$ cat src/rtl/xor3_bist_ctrl_if.sv
// Handshake and result bundle between the XOR3 BIST sequencer and its environment.
// slave: the sequencer; master: the surrounding lab top or bench.
interface xor3_bist_ctrl_if #(
    parameter int unsigned ERR_W = 4
);
    logic             start;
    logic             dut_y;
    logic             dut_a;
    logic             dut_b;
    logic             dut_c;
    logic             busy;
    logic             done;
    logic             pass;
    logic [ERR_W-1:0] err_count;
    logic [7:0]       fail_vec;

    modport master (
        output start, dut_y,
        input  dut_a, dut_b, dut_c, busy, done, pass, err_count, fail_vec
    );

    modport slave (
        input  start, dut_y,
        output dut_a, dut_b, dut_c, busy, done, pass, err_count, fail_vec
    );
endinterface

$ cat src/rtl/xor3_bist_ctrl.sv
// BIST sequencer for the 3-input XOR cell: walks all 8 vectors, checks odd parity.
// Optional: define XOR3_BIST_STOP_ON_FAIL_EN to end the run at the first mismatch.
module xor3_bist_ctrl #(
    parameter int unsigned SETTLE_CYCLES = 2,
    parameter int unsigned ERR_W         = 4
) (
    input logic            clk,
    input logic            rst,
    xor3_bist_ctrl_if.slave bus
);
    typedef enum logic [1:0] {StIdle, StSettle, StSample, StDone} state_e;

    localparam logic [7:0]       CntLoad = 8'(SETTLE_CYCLES - 1);
    localparam logic [ERR_W-1:0] ErrMax  = '1;

    state_e           state_q, state_d;
    logic [2:0]       vec_q, vec_d;
    logic [7:0]       cnt_q, cnt_d;
    logic [2:0]       pins_q, pins_d;
    logic             busy_q, busy_d;
    logic             done_q, done_d;
    logic [ERR_W-1:0] err_q, err_d;
    logic [7:0]       fail_q, fail_d;
    logic             mismatch;
    logic             stop_on_fail;

    assign mismatch = bus.dut_y != (^vec_q);

`ifdef XOR3_BIST_STOP_ON_FAIL_EN
    assign stop_on_fail = mismatch;
`else
    assign stop_on_fail = 1'b0;
`endif

    always_comb begin
        state_d = state_q;
        vec_d   = vec_q;
        cnt_d   = cnt_q;
        err_d   = err_q;
        fail_d  = fail_q;
        unique case (state_q)
            StIdle, StDone: begin
                if (bus.start) begin
                    state_d = StSettle;
                    vec_d   = 3'd0;
                    cnt_d   = CntLoad;
                    err_d   = '0;
                    fail_d  = '0;
                end
            end
            StSettle: begin
                if (cnt_q == 8'd0) begin
                    state_d = StSample;
                end else begin
                    cnt_d = cnt_q - 8'd1;
                end
            end
            StSample: begin
                if (mismatch) begin
                    fail_d[vec_q] = 1'b1;
                    if (err_q != ErrMax) begin
                        err_d = err_q + ERR_W'(1);
                    end
                end
                if (vec_q == 3'd7 || stop_on_fail) begin
                    state_d = StDone;
                end else begin
                    state_d = StSettle;
                    vec_d   = vec_q + 3'd1;
                    cnt_d   = CntLoad;
                end
            end
            default: state_d = StIdle;
        endcase
        // Outputs are registered from the next state so they align with it.
        busy_d = (state_d == StSettle) || (state_d == StSample);
        done_d = (state_d == StDone);
        pins_d = busy_d ? vec_d : 3'b000;
    end

    always_ff @(posedge clk or posedge rst) begin
        if (rst) begin
            state_q <= StIdle;
            vec_q   <= '0;
            cnt_q   <= '0;
            pins_q  <= '0;
            busy_q  <= 1'b0;
            done_q  <= 1'b0;
            err_q   <= '0;
            fail_q  <= '0;
        end else begin
            state_q <= state_d;
            vec_q   <= vec_d;
            cnt_q   <= cnt_d;
            pins_q  <= pins_d;
            busy_q  <= busy_d;
            done_q  <= done_d;
            err_q   <= err_d;
            fail_q  <= fail_d;
        end
    end

    assign bus.dut_a     = pins_q[2];
    assign bus.dut_b     = pins_q[1];
    assign bus.dut_c     = pins_q[0];
    assign bus.busy      = busy_q;
    assign bus.done      = done_q;
    assign bus.pass      = done_q && (err_q == '0);
    assign bus.err_count = err_q;
    assign bus.fail_vec  = fail_q;
endmodule

$ cat src/flat_wrapper.sv
// flat-port wrapper written by rule: the top's interface ports become plain ports
module xor3_bist_ctrl_flat 
#(
    parameter int unsigned SETTLE_CYCLES = 2,
    parameter int unsigned ERR_W         = 4
)
  (clk, rst, bus_start, bus_dut_y, bus_dut_a, bus_dut_b, bus_dut_c, bus_busy, bus_done, bus_pass, bus_err_count, bus_fail_vec);
  xor3_bist_ctrl_if #(.ERR_W(ERR_W)) bus_i ();
  input logic clk;
  input logic rst;
  input wire logic [$bits(bus_i.start)-1:0] bus_start;
  input wire logic [$bits(bus_i.dut_y)-1:0] bus_dut_y;
  output wire logic [$bits(bus_i.dut_a)-1:0] bus_dut_a;
  output wire logic [$bits(bus_i.dut_b)-1:0] bus_dut_b;
  output wire logic [$bits(bus_i.dut_c)-1:0] bus_dut_c;
  output wire logic [$bits(bus_i.busy)-1:0] bus_busy;
  output wire logic [$bits(bus_i.done)-1:0] bus_done;
  output wire logic [$bits(bus_i.pass)-1:0] bus_pass;
  output wire logic [$bits(bus_i.err_count)-1:0] bus_err_count;
  output wire logic [$bits(bus_i.fail_vec)-1:0] bus_fail_vec;
  assign bus_i.start = bus_start;
  assign bus_i.dut_y = bus_dut_y;
  assign bus_dut_a = bus_i.dut_a;
  assign bus_dut_b = bus_i.dut_b;
  assign bus_dut_c = bus_i.dut_c;
  assign bus_busy = bus_i.busy;
  assign bus_done = bus_i.done;
  assign bus_pass = bus_i.pass;
  assign bus_err_count = bus_i.err_count;
  assign bus_fail_vec = bus_i.fail_vec;
  xor3_bist_ctrl #(.SETTLE_CYCLES(SETTLE_CYCLES), .ERR_W(ERR_W)) u_core (.clk(clk), .rst(rst), .bus(bus_i));
endmodule
$ cat config.mk
export PLATFORM = sky130hd
export DESIGN_NAME = xor3_bist_ctrl_flat
export DESIGN_NICKNAME = d
export VERILOG_FILES = /design/src/rtl/xor3_bist_ctrl_if.sv /design/src/rtl/xor3_bist_ctrl.sv /design/src/flat_wrapper.sv
export SDC_FILE = /design/constraint.sdc
export NUM_CORES = 1
export LEC_CHECK = 0
export ABC_CLOCK_PERIOD_IN_PS = 5950
export BUFFER_PORTS_ARGS = -buffer_cell sky130_fd_sc_hd__clkbuf_2
export CORE_ASPECT_RATIO = 1.75
export CORE_MARGIN = 3
export CORE_UTILIZATION = 30
export CTS_CLUSTER_DIAMETER = 150
export DETAILED_ROUTE_END_ITERATION = 6
export SLEW_MARGIN = 5
export SYNTH_ARGS = -nofsm -noshare
export SYNTH_HDL_FRONTEND = slang
export SYNTH_SLANG_ARGS = --single-unit
$ cat constraint.sdc
create_clock -name clk -period 5.95 [get_ports clk]
set_input_delay 0 -clock clk [delete_from_list [all_inputs] [get_ports clk]]
set_output_delay 0 -clock clk [all_outputs]
set_load 0.03 [all_outputs]
# ---- Word-level counts from Yosys, hierarchy flattened
# Cells that the tools add are included.
# Widths: inputs -> output; s select.
dict set report classes {
  n_addsub 3
  order_cmp 2
  n_eq_ne 14
  muxes 21
  bitwise_logic 1
  reduce_logical 12
}
# cell count
set ops {}
lappend ops {{$mux 8} 5}
lappend ops {{$pmux 8 s3} 1}
lappend ops {{$pmux 8 s2} 1}
lappend ops {{$mux 4} 3}
lappend ops {{$mux 3} 3}
lappend ops {{$eq 2x2->1 const B} 4}
lappend ops {{$logic_not 8->1} 1}
lappend ops {{$or 8x8->8} 1}
lappend ops {{$pmux 4 s2} 1}
lappend ops {{$sub 8x1->8 const B} 1}
lappend ops {{$mux 2} 3}
lappend ops {{$ne 2x2->1 const B} 3}
lappend ops {{$pmux 2 s3} 1}
lappend ops {{$pmux 3 s2} 1}
lappend ops {{$reduce_and 3->1} 2}
lappend ops {{$add 4x1->4 const B} 1}
lappend ops {{$eq 2x1->1 const B} 2}
lappend ops {{$logic_not 4->1} 1}
lappend ops {{$lt 3x4->1 const B} 1}
lappend ops {{$ne 2x1->1 const B} 2}
lappend ops {{$ne 4x4->1 const B} 1}
lappend ops {{$reduce_and 4->1} 1}
lappend ops {{$add 3x1->3 const B} 1}
lappend ops {{$demux 1 s3} 1}
lappend ops {{other kinds (10)} 11}
dict set report totals {
  ff_bits 30
  output_inout_bits 18
  word_cells 61
}

# ---- Longest topological paths before layout
# Gate-level depths: netlist (run 1).
dict set report logic_depth {
  ltp_word 7
  depth_mapped 8
}

# ---- Worst setup path before layout (run 1)
# Ideal clock, no wire load.
dict set report synth_timing {
  path_type {flip-flop to flip-flop}
  startpoint {register u_core.cnt_q[3]}
  endpoint {register u_core.pins_q[0]}
  arrival_ps 1980
  slack_ps 3851
  path_stages_with_launch 8
  path_buffers 1
  synth_period_minus_slack_ps 2099
  path_cell_list {dfrtp_1 > or4_1 > buf_6 > nor3_1 > o22ai_1 > a21boi_1 > ha_1 > and2_1}
}
dict set report synth_between {
  elab_chain_len 6
}
# element line
set synth_lines {}
lappend synth_lines {{start, declared} xor3_bist_ctrl.sv:18} ;# logic [7:0] cnt_q, cnt_d;
lappend synth_lines {{start signal, assigned} xor3_bist_ctrl.sv:94} ;# cnt_q <= cnt_d;
lappend synth_lines {{$logic_not 8->1 *} xor3_bist_ctrl.sv:52} ;# if (cnt_q == 8'd0) begin
lappend synth_lines {{$mux 2 *} xor3_bist_ctrl.sv:52}
lappend synth_lines {{$pmux 2 s3 *} xor3_bist_ctrl.sv:41} ;# unique case (state_q)
lappend synth_lines {{net u_core.state_d[1]} xor3_bist_ctrl.sv:16} ;# state_e state_q, state_d;
lappend synth_lines {{$eq 2x1->1 or $eq 2x2->1 (tied branches)} xor3_bist_ctrl.sv:76} ;# busy_d = (state_d == StSettle) || (state_d == StSample);
lappend synth_lines {{$logic_or 1x1->1 *} xor3_bist_ctrl.sv:76}
lappend synth_lines {{net u_core.busy_d} xor3_bist_ctrl.sv:20} ;# logic busy_q, busy_d;
lappend synth_lines {{$mux 3 *} xor3_bist_ctrl.sv:78} ;# pins_d = busy_d ? vec_d : 3'b000;
lappend synth_lines {{net u_core.pins_d[0]} xor3_bist_ctrl.sv:19} ;# logic [2:0] pins_q, pins_d;
lappend synth_lines {{end signal, assigned} xor3_bist_ctrl.sv:95} ;# pins_q <= pins_d;
lappend synth_lines {{end, declared} xor3_bist_ctrl.sv:19}
# The timed path passes the listed nets; every way through them passes the cells marked *.
# A chain may end at the register's enable or synchronous reset.

# ---- Worst setup path after layout (run 1)
# Ends and elaborated chain as after synthesis.

==> flow_metrics.py, run 1 <==
metrics = {
    "run_status": {
        "status": "completed",
    },
    "place": {
        "dp.final_hpwl_um": 2630,
        "port_buffers": 21,
        "routabilityCongestion": 0.782,
        "post_dp_cell_area_sq_mm": 0.00174,
        "dp_cells": 231,
    },
    "logic_synthesis": {
        "seq_area_frac_synth_pct": 47.1,
        "synth_flop_cell": "dfrtp_1",
        "synth_area_per_cell_sq_um": 9.91,
        "async_reset_ff_share_pct": 100,
        "synth_cell_types": 43,
        "synth_seq_cells": 30,
        "ys_warn_count": 0,
        "synth_edf_count": 0,
        "netlist_area_sq_mm": 0.00160,
        "syn_inst": 161,
        "syn-num-nets": 172,
    },
    "final_layout": {
        "area.growth.synth_to_final_pct": 16.6,
        "fill_cells": 497,
        "final_common_cell": "dfrtp_1",
        "multi_input_area_sq_um": 762,
        "mostFrequentLayoutCells": "dfrtp_1, clkbuf_2, inv_1, nor2_1, o21ai_0",
        "stdcell_area_sq_mm": 0.00186,
        "ff_latch_area_sq_um": 751,
        "n_antenna_cell": 0,
        "fin_util_pct": 36.8,
        "final_cells": 240,
        "layout.nets": 196,
        "layout-drive-gt1-share_pct": 19.9,
    },
    "timing": {
        "drv_slew": 0,
        "relSlewSlack_pct": 58.2,
        "period_share_pct": 38.9,
        "worst-slew-pin-transition_ns": 0.622,
        "max_freq_mhz": 432,
        "setup_viol": 0,
        "hold_viol": 0,
        "rsz0062_at_grt": "no",
        "period_needed_ns": 2.31,
        "tns_ns": 0,
        "skew_ns": 0.00757,
    },
    "clock_tree": {
        "clock-sinks": 30,
        "cts-root-buf": "clkbuf_8",
        "cts_tree": "built",
        "cts_buffers": 5,
        "cts_htree_levels": 2,
        "clockBufferDepth": 2,
        "clkTransAtPathRegs_ns": 0.07,
        "clock_latency_ns": 0.28,
        "cts_setup_buffers": 0,
    },
    "grt": {
        "track_usage_pct": 12.3,
        "grt_pass1_wl_um": 5760,
        "grt_max_degree": 31,
        "antenna_found_initial": 0,
        "grt-ovfl-total": 0,
        "grt_pass1_vias": 1245,
    },
    "worst_setup_path": {
        "crit_path_start_kind": "flip-flop",
        "worstPathArrival_ns": 2.49,
        "crit_type": "reg2reg",
        "crit_required_ns": 6.12,
        "r2r-start": "u_core.cnt_q[3]$_DFFE_PP0P_",
        "r2r-end": "u_core.pins_q[0]$_DFF_PP0_",
        "regToRegSetupSlack_ns": 3.64,
        "cp-end-kind": "flip-flop",
        "r2r_cells": 6,
        "crit_fanout": 7,
    },
    "min_path": {
        "hold_depth": 3,
        "min_from": "bus_start",
        "hp-class": "in2reg",
        "hold_path_end": "u_core.state_q[1]$_DFF_PP0_",
    },
    "drt": {
        "ant_nets": 0,
        "first_iter_violations": 56,
        "wire_per_inst_um": 14.2,
        "wirelength_um": 3400,
        "vias": 1278,
        "drc_errors": 0,
        "routed_via_density": 5.33,
        "drt_pass1_iterations": 4,
    },
    "floorplanning": {
        "core_area_sq_mm": 0.00506,
        "die_height_um": 102,
        "row_count": 34,
        "io-pin-count": 22,
        "die_w_um": 61.1,
        "initial_core_util_pct": 31.5,
        "die-area_sq_mm": 0.00626,
    },
    "pwr": {
        "ir_drop_v": 0.000269,
        "leakage_uw": 0.000897,
        "p_total_uw": 896,
        "p_per_area_mw_per_mm2": 482,
    },
    "run": {
        "drv_cap": 0,
    },
}
-- final cells by class --
class,instances,share of cell area (%)
Clock buffer,5,3.70
Clock inverter,3,2.15
Inverter,13,2.62
Multi-Input combinational cell,112,41.0
Sequential cell,30,40.3
Tap cell,54,3.63
Timing Repair Buffer,23,6.59
-- sequential cells by signal (all words and copies together), names as in the netlist --
name and cells:
u_core.bus.fail_vec 8, u_core.vec_q 3, u_core.cnt_q 8, u_core.bus.done 1
u_core.pins_q 3, u_core.bus.err_count 4, u_core.bus.busy 1, u_core.state_q 2
-- per-stage QoR --
| stage | hold slack (ns) | worst slack, ns |
|---|---|---|
| after floorplan | 0.0908 | 3.85 |
| after global placement | 0.0777 | 3.68 |
| after detailed placement | 0.0803 | 3.63 |
| after CTS | 0.100 | 3.63 |
| after global routing | 0.147 | 3.53 |
| final | 0.109 | 3.64 |
-- layer usage --
metal,up-vias,global-route usage (%),routed length (um),share of wire (%)
li1,636,-,-,-
met1,613,13.3,1320,39
met2,20,21.2,1870,55
met3,9,2.53,100,2.9
met4,0,7.35,106,3.1
met5,-,0,0,0
-- worst max-delay path, stage by stage, from the launching register on --
cell and delay (ns):
dfrtp_1 0.40, or4_1 0.69, nor3_1 0.35, o22ai_1 0.12, a21boi_1 0.20, ha_1 0.29, and2_1 0.15
-- power breakdown --
group / switching (uW) / internal (uW)
registers: 39.8 / 247
clock network: 76.5 / 123
logic: 257 / 153
total: 373 / 523
-- Yosys cell counts (3+ instances only) --
| master | count | area share (%) |
|---|---|---|
| dfrtp_1 | 30 | 47 |
| ha_1 | 7 | 5.5 |
| o31ai_1 | 3 | 1.4 |
| nand3_1 | 6 | 1.9 |
| a31oi_1 | 3 | 1.2 |
| o21ai_0 | 9 | 2.8 |
| inv_1 | 13 | 3.1 |
| buf_2 | 3 | 0.94 |
| o211ai_1 | 5 | 2.4 |
| a211oi_1 | 3 | 1.4 |
| and3_1 | 3 | 1.2 |
| nand2b_1 | 3 | 1.2 |
| and2_1 | 3 | 1.2 |
| nor2_1 | 13 | 3.1 |
| nand2_1 | 8 | 1.9 |
| nor3_1 | 7 | 2.2 |
| a21oi_1 | 8 | 2.5 |
-- cell families after synthesis --
logic type | after synthesis | share of synthesized area (%)
buffers and inverters | 19 | 5.18
adder cells (fa/ha/maj) | 7 | 5.49
multiplexers | 3 | 2.04
XOR/XNOR | 2 | 1.96
flip-flops | 30 | 47.1
AND/OR/NAND/NOR | 56 | 19.6
AO/OA/AOI/OAI | 44 | 18.7
-- worst max-delay path by stage --
stage / from / endpoint / slack, ns / cells after the start
floorplan: u_core.cnt_q[3]$_DFFE_PP0P_ / u_core.pins_q[0]$_DFF_PP0_ / 3.85 / 7
CTS: u_core.cnt_q[3]$_DFFE_PP0P_ / u_core.pins_q[1]$_DFF_PP0_ / 3.63 / 6
detailed placement: u_core.cnt_q[3]$_DFFE_PP0P_ / u_core.pins_q[1]$_DFF_PP0_ / 3.63 / 6
global placement: u_core.cnt_q[3]$_DFFE_PP0P_ / u_core.pins_q[0]$_DFF_PP0_ / 3.68 / 6
finish: u_core.cnt_q[3]$_DFFE_PP0P_ / u_core.pins_q[0]$_DFF_PP0_ / 3.64 / 6
global route: u_core.cnt_q[3]$_DFFE_PP0P_ / u_core.pins_q[0]$_DFF_PP0_ / 3.53 / 6
-- what timing repair did --
action                                 CTS  global route
hold buffers                             1             0
endpoints found under the hold margin   30             0
setup endpoints to repair                0             0
gates resized for setup                  0             0
Power figures use the tool's default switching activity.
==> run 2: changes to the inputs <==
ABC_CLOCK_PERIOD_IN_PS = 2100   (was 5950)
clock period = 2.1 ns   (was 5.95 ns; I/O delays follow)
==> run 2 against run 1 <==
Clock power increased to 2.8 times the previous value. Wire length increased by 11%. Die area unchanged. Maximum frequency increased by 17%. Sequential power increased to 2.7 times the previous value. Core utilization increased by 2.8 points. Sequential share of layout area decreased by 2.9 points. Worst setup slack got worse by 3.5 ns. Design area increased by 7.7%. Non-clock buffer count increased by 17. Clock skew decreased by 0.0016 ns. Hold slack improved by 0.0015 ns.
==> flow_metrics.py, run 2 (synthesized netlist as in run 1, its figures left out) <==
metrics = {
    "grt": {
        "grt-ovfl-total": 0,
        "grt_max_degree": 31,
        "track_usage_pct": 13.7,
        "grt_pass1_wl_um": 6500,
        "antenna_found_initial": 0,
        "grt_pass1_vias": 1455,
    },
    "floorplanning": {
        "die_w_um": 61.1,
        "die_height_um": 102,
        "row_count": 34,
        "core_area_sq_mm": 0.00506,
        "initial_core_util_pct": 31.5,
        "die-area_sq_mm": 0.00626,
        "io-pin-count": 22,
    },
    "timing": {
        "period_needed_ns": 1.98,
        "hold_viol": 0,
        "period_share_pct": 94.4,
        "setup_viol": 0,
        "max_freq_mhz": 504,
        "layout_setup_ws_ns": 0.118,
        "skew_ns": 0.00594,
        "tns_ns": 0,
        "relSlewSlack_pct": 73.6,
        "worst-slew-pin-transition_ns": 0.394,
        "drv_slew": 0,
    },
    "worst_setup_path": {
        "regToRegSetupSlack_ns": 0.12,
        "cp-end-kind": "flip-flop",
        "crit_required_ns": 2.26,
        "crit_type": "reg2reg",
        "crit_path_start_kind": "flip-flop",
        "r2r-start": "u_core.cnt_q[3]$_DFFE_PP0P_",
        "worstPathArrival_ns": 2.14,
        "r2r-end": "u_core.pins_q[1]$_DFF_PP0_",
        "r2r_cells": 6,
        "crit_fanout": 4,
    },
    "pwr": {
        "p_per_area_mw_per_mm2": 1400,
        "p_int_uw": 1690,
        "p_switching_uw": 1120,
        "switching_share_pct": 39.9,
        "leakage_uw": 0.000980,
        "power.share.sequential_pct": 27.9,
        "ir_drop_v": 0.000746,
        "combPwrFrac_pct": 52.2,
        "pwr-share-clk_pct": 19.9,
    },
    "final_layout": {
        "area.growth.synth_to_final_pct": 25.6,
        "final_common_cell": "dfrtp_1",
        "fill_cells": 507,
        "mostFrequentLayoutCells": "dfrtp_1, clkbuf_2, buf_4, inv_1, nor2_1",
        "layout-drive-gt1-share_pct": 27.6,
        "stdcell_area_sq_mm": 0.00200,
        "layout.nets": 213,
        "n_antenna_cell": 0,
    },
    "clock_tree": {
        "cts_tree": "built",
        "cts-root-buf": "clkbuf_8",
        "cts_buffers": 5,
        "cts_htree_levels": 2,
        "clock-sinks": 30,
        "clock_latency_ns": 0.28,
        "clkTransAtPathRegs_ns": 0.06,
        "clockBufferDepth": 2,
    },
    "place": {
        "routabilityCongestion": 0.761,
        "port_buffers": 21,
        "dp.final_hpwl_um": 2900,
        "pre_cts_slack_ns": 0.0451,
        "post_dp_cell_area_sq_mm": 0.00187,
    },
    "drt": {
        "wirelength_um": 3780,
        "vias": 1365,
        "drt_pass1_iterations": 4,
        "routed_via_density": 5.31,
        "wire_per_inst_um": 14.7,
        "drc_errors": 0,
        "ant_nets": 0,
        "first_iter_violations": 19,
    },
    "min_path": {
        "min_from": "bus_start",
        "hold_path_end": "u_core.state_q[1]$_DFF_PP0_",
        "hold_depth": 3,
        "hp-class": "in2reg",
    },
    "run": {
        "drv_cap": 0,
    },
    "run_status": {
        "status": "completed",
    },
}
==> run 2: changes by cell type in the layout (fill, tap and decap cells not counted), moves of 2 or more <==
cell / delta
nor3_2: +2
buf_4: +17
clkbuf_1: +2
clkinv_2: -2
nor3_1: -2
==> run 2: final cells by class <==
class,instances,area (sq um),share of cell area (%)
Multi-Input combinational cell,112,779,38.9
Sequential cell,30,751,37.5
Timing Repair Buffer,40,250,12.5
Clock buffer,7,76.3,3.81
Tap cell,54,67.6,3.37
Inverter,13,48.8,2.44
Clock inverter,1,30.0,1.50
==> run 2: worst max-delay path by stage <==
stage	end	depth (start not counted)	slack, ns	from
3_3_place_gp	u_core.pins_q[1]$_DFF_PP0_	6	0.08	u_core.cnt_q[3]$_DFFE_PP0P_
2_1_floorplan	u_core.pins_q[0]$_DFF_PP0_	7	0.001	u_core.cnt_q[3]$_DFFE_PP0P_
4_1_cts	u_core.pins_q[1]$_DFF_PP0_	6	0.03	u_core.cnt_q[5]$_DFFE_PP0P_
5_1_grt	u_core.pins_q[0]$_DFF_PP0_	6	-0.02	u_core.cnt_q[3]$_DFFE_PP0P_
3_5_place_dp	u_core.pins_q[1]$_DFF_PP0_	6	0.05	u_core.cnt_q[3]$_DFFE_PP0P_
6_report	u_core.pins_q[1]$_DFF_PP0_	6	0.12	u_core.cnt_q[3]$_DFFE_PP0P_
==> run 2: through the flow <==
stage          instances  utilization [%]  hold slack, ns  total power [uW]
2_1_floorplan        161                -          0.0908              1770
3_3_place_gp         248             36.9          0.0780              2220
3_5_place_dp         248             36.9          0.0853              2230
4_1_cts              257             39.2          0.0980              2810
5_1_grt              257             39.6           0.165              3020
6_report             257             39.6           0.111              2800
==> run 2: per-layer routing <==
| layer | global-route usage [%] | wire [um] | vias to the layer above |
|---|---|---|---|
| li1 | - | - | 668 |
| met1 | 15.0 | 1370 | 651 |
| met2 | 23.7 | 2190 | 36 |
| met3 | 2.40 | 115 | 10 |
| met4 | 7.85 | 101 | 0 |
| met5 | 0 | 0 | - |
==> run 2: power by group through the flow <==
stage	logic [uW]	clock network (uW)	registers, uW
floorplan	911	0	856
global placement	1430	0	791
detailed placement	1440	0	797
CTS	1450	577	786
global route	1630	596	796
finish	1460	557	783
==> run 2: critical path, cell delays in order (launching register included) <==
cell     delay (ns)
dfrtp_1        0.37
or4_1          0.57
nor3_2         0.19
buf_4          0.15
o31ai_1        0.09
ha_1           0.35
and2_1         0.15
==> run 2: repair_timing <==
action,in CTS,in global routing
endpoints found under the setup margin,0,6
setup buffers,0,0
endpoints found under the hold margin,30,0
resized for setup,0,4
hold buffers,1,0
==> run 3: changes to the inputs <==
CELL_PAD_IN_SITES_DETAIL_PLACEMENT = 1   (was unset)
CELL_PAD_IN_SITES_GLOBAL_PLACEMENT = 1   (was unset)
PLACE_DENSITY_LB_ADDON = 0.1   (was unset)
==> run 3 against run 2 <==
Final cell count up 0.78%. Combinational power grew 5%. Sequential share of layout area barely moved. Design area is essentially flat. Critical path depth unchanged. First-iteration DRC count is 95% higher. Via count grew 1.4%. Worst setup slack got worse by 0.0050 ns. Flip-flop and latch count did not move. Sequential power is 2% higher. Clock skew down 0.0032 ns. Non-clock buffer count up 2. Critical endpoint unchanged. Largest cell class unchanged.
==> flow_metrics.py, run 3 (synthesized netlist as in run 1, its figures left out) <==
metrics = {
    "clock_tree": {
        "cts_htree_levels": 2,
        "clkTransAtPathRegs_ns": 0.07,
        "cts_buffers": 5,
        "cts_tree": "built",
        "clock_latency_ns": 0.28,
        "clock-sinks": 30,
        "clockBufferDepth": 2,
        "cts-root-buf": "clkbuf_8",
    },
    "place": {
        "dp_cells": 249,
        "routabilityCongestion": 0.784,
        "post_dp_cell_area_sq_mm": 0.00188,
        "dp.final_hpwl_um": 3630,
        "port_buffers": 21,
    },
    "floorplanning": {
        "row_count": 34,
        "core_area_sq_mm": 0.00506,
        "io-pin-count": 22,
        "die_w_um": 61.1,
        "die-area_sq_mm": 0.00626,
        "die_height_um": 102,
        "initial_core_util_pct": 31.5,
    },
    "drt": {
        "wire_per_inst_um": 17.8,
        "drc_errors": 0,
        "vias": 1384,
        "first_iter_violations": 37,
        "routed_via_density": 5.34,
        "ant_nets": 0,
        "wirelength_um": 4620,
        "drt_pass1_iterations": 4,
    },
    "worst_setup_path": {
        "cp_top_family": "simple AND/OR/NAND/NOR gates",
        "cp-end-kind": "flip-flop",
        "cpPeakStageDelay_ns": 0.57,
        "crit_path_start": "u_core.cnt_q[3]$_DFFE_PP0P_",
        "crit_buf_inv": 0,
        "crit_type": "reg2reg",
        "crit_required_ns": 2.27,
        "cp_slowest_cell": "or4_1",
        "crit_path_cell_trace": "or4_1 -> nor3_2 -> o22ai_1 -> a21boi_1 -> ha_1 -> and2_1",
        "r2r-start": "u_core.cnt_q[3]$_DFFE_PP0P_",
        "worstPathArrival_ns": 2.16,
        "crit_path_start_kind": "flip-flop",
        "crit_fanout": 4,
    },
    "timing": {
        "max_freq_mhz": 503,
        "setup_viol": 0,
        "period_needed_ns": 1.99,
        "drv_slew": 0,
        "skew_ns": 0.00278,
        "hold_viol": 0,
        "fin_hold_ws_ns": 0.171,
        "worst-slew-pin-transition_ns": 0.476,
        "rsz0062_at_grt": "no",
        "period_share_pct": 94.6,
        "relSlewSlack_pct": 68.2,
    },
    "grt": {
        "antenna_found_initial": 0,
        "grt_max_degree": 31,
        "grt_pass1_vias": 1512,
        "grt-ovfl-total": 0,
        "track_usage_pct": 16.3,
        "grt_pass1_wl_um": 7360,
    },
    "final_layout": {
        "ff_latch_area_sq_um": 751,
        "stdcell_area_sq_mm": 0.00200,
        "layout-drive-gt1-share_pct": 28.8,
        "final_common_cell": "dfrtp_1",
        "fin_util_pct": 39.6,
        "fill_cells": 588,
        "multi_input_area_sq_um": 777,
        "mostFrequentLayoutCells": "dfrtp_1, clkbuf_2, buf_4, inv_1, nor2_1",
        "area.growth.synth_to_final_pct": 25.6,
        "n_antenna_cell": 0,
        "final_cells": 259,
        "layout.nets": 215,
    },
    "run": {
        "drv_cap": 0,
    },
    "pwr": {
        "ir_drop_v": 0.000372,
        "p_per_area_mw_per_mm2": 1410,
        "leakage_uw": 0.000986,
        "p_total_uw": 2830,
    },
    "run_status": {
        "status": "completed",
    },
    "min_path": {
        "min_from": "bus_start",
        "hp-class": "in2reg",
    },
}
[run 3: where the power goes]
| part | internal [uW] | total [uW] | switching, uW |
|---|---|---|---|
| combinational | 652 | 1540 | 890 |
| sequential | 700 | 800 | 99.4 |
| clock | 263 | 490 | 227 |
| total | 1620 | 2830 | 1220 |
[run 3: routing by layer]
metal	vias up	GRT usage (%)	routed length [um]
met4	0	6.68	75
met2	17	31.6	2780
met3	8	3.41	81
met1	690	15.4	1680
met5	-	0	0
li1	669	-	-
[run 3: worst reg2reg max path, stage by stage, from the launching register on]
cell and delay, ns:
dfrtp_1 0.38, or4_1 0.57, nor3_2 0.17, o22ai_1 0.12, a21boi_1 0.19, ha_1 0.29, and2_1 0.15
[run 3: path summary, 6_finish.rpt]
path                            depth (start not counted)  slack, ns                            endpoint
worst max-delay path                                    6       0.11          u_core.pins_q[1]$_DFF_PP0_
worst min-delay path                                    3       0.17  u_core.bus.fail_vec[7]$_DFFE_PP0P_
worst max register to register                          6       0.11          u_core.pins_q[1]$_DFF_PP0_
worst min register to register                          2       0.50  u_core.bus.fail_vec[0]$_DFFE_PP0P_
max in group asynchronous                               4       1.48         u_core.cnt_q[1]$_DFFE_PP0P_
min in group asynchronous                               4       0.33         u_core.cnt_q[6]$_DFFE_PP0P_
[run 3: what timing repair did]
| item | CTS | global route |
|---|---|---|
| endpoints found under the setup margin | 3 | 9 |
| hold buffers | 1 | 0 |
| pin swaps | 0 | 2 |
| hold endpoints to repair | 30 | 0 |
| resized for setup | 1 | 2 |
| setup buffers | 0 | 1 |
[run 3: through the flow]
stage | setup TNS (ns) | setup WS, ns
after floorplan | 0 | 0.00125
after global placement | 0 | 0.0851
after detailed placement | -0.0521 | -0.0220
after CTS | 0 | 0.0401
after global routing | 0 | 0.00327
final | 0 | 0.113
[run 3: layout make-up]
class	instances	share of cell area, %
Clock inverter	2	0.624
Multi-Input combinational cell	112	38.8
Timing Repair Buffer	42	13.2
Clock buffer	6	4.12
Sequential cell	30	37.5
Inverter	13	2.43
Tap cell	54	3.37
